**src/rtl/hv_abist_resp.sv**
```systemverilog
// HV analog BIST response emulator: six independent stimulus/response FSMs that
// return fault flags and ADC samples with programmable delay, hold and injection.
module hv_abist_resp #(
    parameter int                CLK_M    = 48,
    parameter int                ADC_DW   = 10,
    parameter int                DLY_OV   = 480,
    parameter int                DLY_FAST = 12,
    parameter int                DLY_ADC  = 96,
    parameter int                HOLD_CYC = 8,
    parameter logic [ADC_DW-1:0] ADC_GOOD = 10'h200,
    parameter logic [ADC_DW-1:0] ADC_BAD  = 10'h2FF,
    parameter logic [ADC_DW-1:0] ADC_IDLE = 10'h000
) (
    input  logic              i_clk,
    input  logic              i_rst_n,
    input  logic [5:0]        i_bist_stim,
    input  logic [4:0]        i_func_flt,
    input  logic [5:0]        i_inj_nrsp,
    input  logic [5:0]        i_inj_stuck,
    output logic              o_hv_vcc_ov,
    output logic              o_hv_ot,
    output logic              o_hv_desat_flt,
    output logic              o_hv_oc,
    output logic              o_hv_scp_flt,
    output logic [ADC_DW-1:0] o_hv_adc_data1,
    output logic [ADC_DW-1:0] o_hv_adc_data2,
    output logic              o_rsp_busy
);

    localparam int MAX_A = (DLY_OV > DLY_FAST) ? DLY_OV : DLY_FAST;
    localparam int MAX_B = (MAX_A > DLY_ADC) ? MAX_A : DLY_ADC;
    localparam int MAX_C = (MAX_B > HOLD_CYC) ? MAX_B : HOLD_CYC;
    localparam int CW    = $clog2(MAX_C + 1);

    localparam logic [CW-1:0] D_OV    = CW'(DLY_OV);
    localparam logic [CW-1:0] D_FAST  = CW'(DLY_FAST);
    localparam logic [CW-1:0] D_ADC   = CW'(DLY_ADC);
    localparam logic [CW-1:0] HOLD_C  = CW'(HOLD_CYC);
    localparam logic [CW-1:0] CNT_ONE = CW'(1);
    // The ADC item never blocks on no-response; it answers with ADC_BAD instead.
    localparam logic [5:0]    NRSP_BLOCKS = 6'b01_1111;

    typedef enum logic [1:0] {
        ST_IDLE = 2'd0,
        ST_DLY  = 2'd1,
        ST_ACT  = 2'd2,
        ST_HOLD = 2'd3
    } state_e;

    state_e            state_r [6];
    state_e            state_s [6];
    logic [CW-1:0]     cnt_r   [6];
    logic [CW-1:0]     cnt_s   [6];
    logic [5:0]        act_s;
    logic [5:0]        busy_s;
    logic [4:0]        flag_r;
    logic [ADC_DW-1:0] adc_r;
    logic              busy_r;
    logic [31:0]       unused_clk_m_s;

    assign unused_clk_m_s = 32'(CLK_M);

    function automatic logic [CW-1:0] dly_of(input int idx);
        logic [CW-1:0] d;
        case (idx)
            32'sd0:  d = D_OV;
            32'sd5:  d = D_ADC;
            default: d = D_FAST;
        endcase
        return d;
    endfunction

    // Next-state and counter logic for every item FSM.
    always_comb begin
        for (int i = 0; i < 6; i++) begin
            state_s[i] = state_r[i];
            cnt_s[i]   = cnt_r[i];
            case (state_r[i])
                ST_IDLE: begin
                    if (i_bist_stim[i]) begin
                        state_s[i] = ST_DLY;
                        cnt_s[i]   = CNT_ONE;
                    end else begin
                        state_s[i] = ST_IDLE;
                    end
                end
                ST_DLY: begin
                    if (!i_bist_stim[i]) begin
                        state_s[i] = ST_IDLE;
                        cnt_s[i]   = '0;
                    end else if (cnt_r[i] == dly_of(i)) begin
                        // Blocked no-response parks here with the count held at the delay.
                        if (!(i_inj_nrsp[i] && NRSP_BLOCKS[i])) begin
                            state_s[i] = ST_ACT;
                        end else begin
                            state_s[i] = ST_DLY;
                        end
                    end else begin
                        cnt_s[i] = cnt_r[i] + CNT_ONE;
                    end
                end
                ST_ACT: begin
                    if (!i_bist_stim[i]) begin
                        state_s[i] = ST_HOLD;
                        cnt_s[i]   = CNT_ONE;
                    end else begin
                        state_s[i] = ST_ACT;
                    end
                end
                ST_HOLD: begin
                    if (i_bist_stim[i]) begin
                        state_s[i] = ST_ACT;
                    end else if (i_inj_stuck[i]) begin
                        state_s[i] = ST_HOLD;
                    end else if (cnt_r[i] == HOLD_C) begin
                        state_s[i] = ST_IDLE;
                        cnt_s[i]   = '0;
                    end else begin
                        cnt_s[i] = cnt_r[i] + CNT_ONE;
                    end
                end
                default: begin
                    state_s[i] = ST_IDLE;
                    cnt_s[i]   = '0;
                end
            endcase
            act_s[i]  = (state_s[i] == ST_ACT) || (state_s[i] == ST_HOLD);
            busy_s[i] = (state_r[i] != ST_IDLE);
        end
    end

    // State, counters and registered responses.
    always_ff @(posedge i_clk or negedge i_rst_n) begin
        if (!i_rst_n) begin
            for (int i = 0; i < 6; i++) begin
                state_r[i] <= ST_IDLE;
                cnt_r[i]   <= '0;
            end
            flag_r <= 5'b0_0000;
            adc_r  <= ADC_IDLE;
            busy_r <= 1'b0;
        end else begin
            for (int i = 0; i < 6; i++) begin
                state_r[i] <= state_s[i];
                cnt_r[i]   <= cnt_s[i];
            end
            flag_r <= act_s[4:0];
            if (act_s[5]) begin
                adc_r <= i_inj_nrsp[5] ? ADC_BAD : ADC_GOOD;
            end else begin
                adc_r <= ADC_IDLE;
            end
            busy_r <= |busy_s;
        end
    end

    // Functional faults bypass the emulator so they reach the sequencer without delay.
    assign o_hv_vcc_ov    = flag_r[0] | i_func_flt[0];
    assign o_hv_ot        = flag_r[1] | i_func_flt[1];
    assign o_hv_desat_flt = flag_r[2] | i_func_flt[2];
    assign o_hv_oc        = flag_r[3] | i_func_flt[3];
    assign o_hv_scp_flt   = flag_r[4] | i_func_flt[4];
    assign o_hv_adc_data1 = adc_r;
    assign o_hv_adc_data2 = adc_r;
    assign o_rsp_busy     = busy_r;

endmodule
```
**config.mk**
```make
export PLATFORM = sky130hd
export DESIGN_NAME = hv_abist_resp
export DESIGN_NICKNAME = d
export VERILOG_FILES = /design/src/rtl/hv_abist_resp.sv
export SDC_FILE = /design/constraint.sdc
export NUM_CORES = 1
export LEC_CHECK = 0
export CAP_MARGIN = 10
export CORE_UTILIZATION = 60
export CTS_BUF_LIST = sky130_fd_sc_hd__clkbuf_8
export CTS_CLUSTER_DIAMETER = 50
export DETAILED_ROUTE_END_ITERATION = 10
export PLACE_DENSITY = 0.87
export SYNTH_ARGS = -nofsm -noshare
export SYNTH_HDL_FRONTEND = slang
export SYNTH_SLANG_ARGS = --single-unit
export TNS_END_PERCENT = 20
```
**constraint.sdc**
```tcl
create_clock -name i_clk -period 6.7 [get_ports i_clk]
set_input_delay 1.34 -clock i_clk [delete_from_list [all_inputs] [get_ports i_clk]]
set_output_delay 1.34 -clock i_clk [all_outputs]
set_load 0.02 [all_outputs]
```
Yosys cells after proc, flatten, opt, wreduce, memory -nomap -nowiden
Index checks and enable logic that the tools add are counted.

$add $sub $neg: 6. Reduce and logical (&&, ||, !) cells: 25. Equal/unequal tests: 72. Mux-type cells: 115. Bitwise operators: 5.

Operators with widths (number): two-way mux 9 bit (54); one-hot mux 9 bit (4 select lines) (6); two-way mux 2 bit (35); adder 9 x 1 -> 9 bit, second input constant (6); == test 9 x 4 -> 1 bit, second input constant (6); == test 9 bit (6); == test 2 bit, second input constant (24); inequality test 2 bit, second input constant (24); one-hot mux 2 bit (4 select lines) (6); AND reduction 5 bit (6); inequality test 3 bit, second input constant (6); == test 2 x 1 -> 1 bit, second input constant (6); zero test 2 bit (6); two-way mux 1 bit (12); nonzero test 2 bit (6); two-way mux 10 bit (1); two-way mux 8 bit (1); logical OR 1 bit (6); OR reduction 6 bit (1); OR 1 bit (5).

Flip-flop bits (word level): 82.

Depth between registers and ports, before layout
Word-level depth: 9. Mapped depth: 7. Gate-level depth less buffers: 6.

Worst setup path before layout
No wires, ideal clock.

Kind: input port to output port. From: in i_func_flt[2]. To: out o_hv_desat_flt. Data arrival time: 1677 ps. Stages on the path: 1. Path buffers: 0. Required time: 5360 ps. Path slack: 3683 ps. Cell sequence: or2_2.

Cells in the longest elaborated chain, start to end: 1.

RTL lines: from (decl) (RTL line 17) `input logic [4:0] i_func_flt,`; OR 1 bit (RTL line 160) `assign o_hv_desat_flt = flag_r[2] | i_func_flt[2];`; to (decl) (RTL line 22) `output logic o_hv_desat_flt,`.

Every way passes these cells.

Worst setup path after layout
Ends and elaborated chain as after synthesis.

==> impl_metrics.tcl <==
set metrics [dict create \
    status "finished clean" \
    synth_area_leaders "dfrtp_1, ha_1, buf_4, inv_1, a221o_1" \
    synth_most_common_cell "dfrtp_1" \
    cp-start-kind "input port" \
    path_max_fanout 1 \
    vias 4035 \
    via_per_inst 6.45 \
    comb_power_share 0.143 \
    netSwitchingPower_uw 241 \
    clock_sinks 72 \
    cts_resized 0 \
    slew_violations 0 \
    cts_tree "yes" \
    insertion_delay_ps 350 \
    io_buffers 48 \
    rsz0062_at_grt "no" \
    cts_setup_buffers 0 \
    drtAntennaViolNets 0 \
    final_cells 626 \
    syn2layout_area_growth_pct 11.8 \
    power.share.clock 0.342 \
    finalSetupTns_ps 0 \
    hold_ws_ps 545 \
    grt_pass1_wl_um 17300 \
    die_w_um 90.6 \
    grt_start_max_net_pins 73 \
    powerDensity_nw_per_um2 173 \
    yosysTopAreaCell "dfrtp_1" \
    diodes 0 \
    drtIter0Drc 240 \
    final_layout_size_suffix_gt1_frac 0.104 \
    hold_violations 0 \
    gp_congestion 0.832 \
    antenna_found_initial 0 \
    sw_frac_of_total 0.265 \
    drc 0 \
    synthTopCellsByCount "dfrtp_1, inv_1, nor2_1" \
    hp-class "reg -> reg" \
    gr-total-overflow 0 \
    p_int_uw 668 \
    synth-main-ff-cell "dfrtp_1" \
    seq_power_share 0.514 \
    async_flop_share 1.00 \
    num_rows 31 \
    ys_seq_area_frac 0.382 \
    fin_worst_skew_ps 8.88 \
    reg2reg_depth 6 \
    fmax_ghz 0.257 \
    root_buffer "clkbuf_8" \
    finalSetupViolCount 0 \
    min_path_cells 1 \
    initial_core_util 0.636 \
    grt_pass1_vias 3894 \
    period_share 0.582 \
    drv_cap 0 \
    fin_util 0.711 \
    synth.avg_cell_area_um2 9.41 \
    leakagePower_uw 0.00232 \
    critPathRequiredTime_ps 5360 \
    vdd_drop_max_v 0.000104 \
    dr.pass1.iters 5 \
    wl_per_cell_um 15.9 \
    ys_warn_count 0 \
    clk_pin_slew_ps 70 \
    worst_pin_slew_ps 974 \
    synth-edff-count 0 \
    synth_top_area_share 0.382 \
    ios 51 \
    finalPower_uw 909 \
    wirelength_um 9920 \
    dp_hpwl_um 6960 \
    cts_hold_buf 0 \
    critical_path_class "in -> out" \
    core-area_um2 7410 \
    cts_made_buffers 9 \
    nets 561 \
    ys_ff_latch 72 \
    netlist_instances 501 \
    cp.arrival_ps 2560 \
    track_usage 0.258 \
    layout_min_cycle_time_ps 3900 \
    synth.distinct_cells 73 \
    die-area_um2 8220 \
    netlist_area_um2 4710 \
    end_kind "output port" \
    cts_max_path_buffers 2 \
    slew_headroom 0.346 \
    place_inst 612 \
    die_height_um 90.6 \
    htreeDepth 3 \
]
[metal layers]
layer	vias to the layer above	share of wire	global-route usage
li1	1935	-	-
met1	1965	0.45	0.331
met2	118	0.48	0.424
met3	17	0.043	0.0421
met4	0	0.021	0.129
met5	-	0	0
[cell families (layout without fill, tap and decap cells)]
group                    after synthesis  after routing  share of synthesized area
XOR/XNOR                               1              1                    0.00186
AO/OA/AOI/OAI                        132            132                      0.228
buffers and inverters                 73             98                     0.0756
adder cells (fa/ha/maj)               12             12                     0.0318
other                                  1              2                   0.000795
multiplexers                           6              6                     0.0135
flip-flops                            72             72                      0.382
AND/OR/NAND/NOR                      204            204                      0.266
[cell type report]
cell class,instances,area (um2)
timing repair buffer,49,483
inverter,35,131
clock buffer,9,124
tap,99,124
clock inverter,5,45.0
sequential,72,1800
multi-input combinational,357,2560
fill,535,2140
[sequential cells by signal, summed over array words and instances (netlist names)]
register,cells
o_hv_adc_data1,2
o_rsp_busy,1
state_r,12
cnt_r,54
flag_r,3
[worst paths after layout]
kind,start,endpoint,slack (ps)
worst max-delay path,i_func_flt[2],o_hv_desat_flt,2800
worst min-delay path,cnt_r[24]$_DFFE_PN0P_,cnt_r[24]$_DFFE_PN0P_,550
worst max register to register,cnt_r[9]$_DFFE_PN0P_,cnt_r[14]$_DFFE_PN0P_,4160
worst min register to register,cnt_r[24]$_DFFE_PN0P_,cnt_r[24]$_DFFE_PN0P_,550
max in group asynchronous,i_rst_n,cnt_r[26]$_DFFE_PN0P_,4910
min in group asynchronous,i_rst_n,cnt_r[13]$_DFFE_PN0P_,1190
[worst max-delay path, cell delays in order]
cell	delay (ps)
clkdlybuf4s50_1	390
or2_2	290
clkdlybuf4s50_1	540
[placed cells by master (no fill, tap or decap), types with 10 or more instances in the layout]
cell type and instances:
ha_1 12, nand4_1 11, a221o_1 13, nor2_1 33
clkdlybuf4s50_1 47, o21ai_0 10, nand2_1 28, a22o_1 10
a211o_1 10, a21oi_1 21, nand3_1 24, inv_1 39
and3_1 18, dfrtp_1 72, or2_2 17
[power groups by stage]
stage	registers (uW)	logic [uW]	clock network (uW)
floorplan	467	89.9	0
global placement	474	125	0
detailed placement	475	130	0
CTS	467	131	318
global route	470	145	339
finish	468	130	311
[per-stage QoR]
| step | cell area [um2] | setup slack, ps |
|---|---|---|
| floorplan | 4720 | 3680 |
| global placement | 5100 | 2810 |
| detailed placement | 5100 | 2790 |
| CTS | 5270 | 2790 |
| global route | 5270 | 2770 |
| finish | 5270 | 2800 |
No activity file was read; power rests on OpenSTA's default activity.
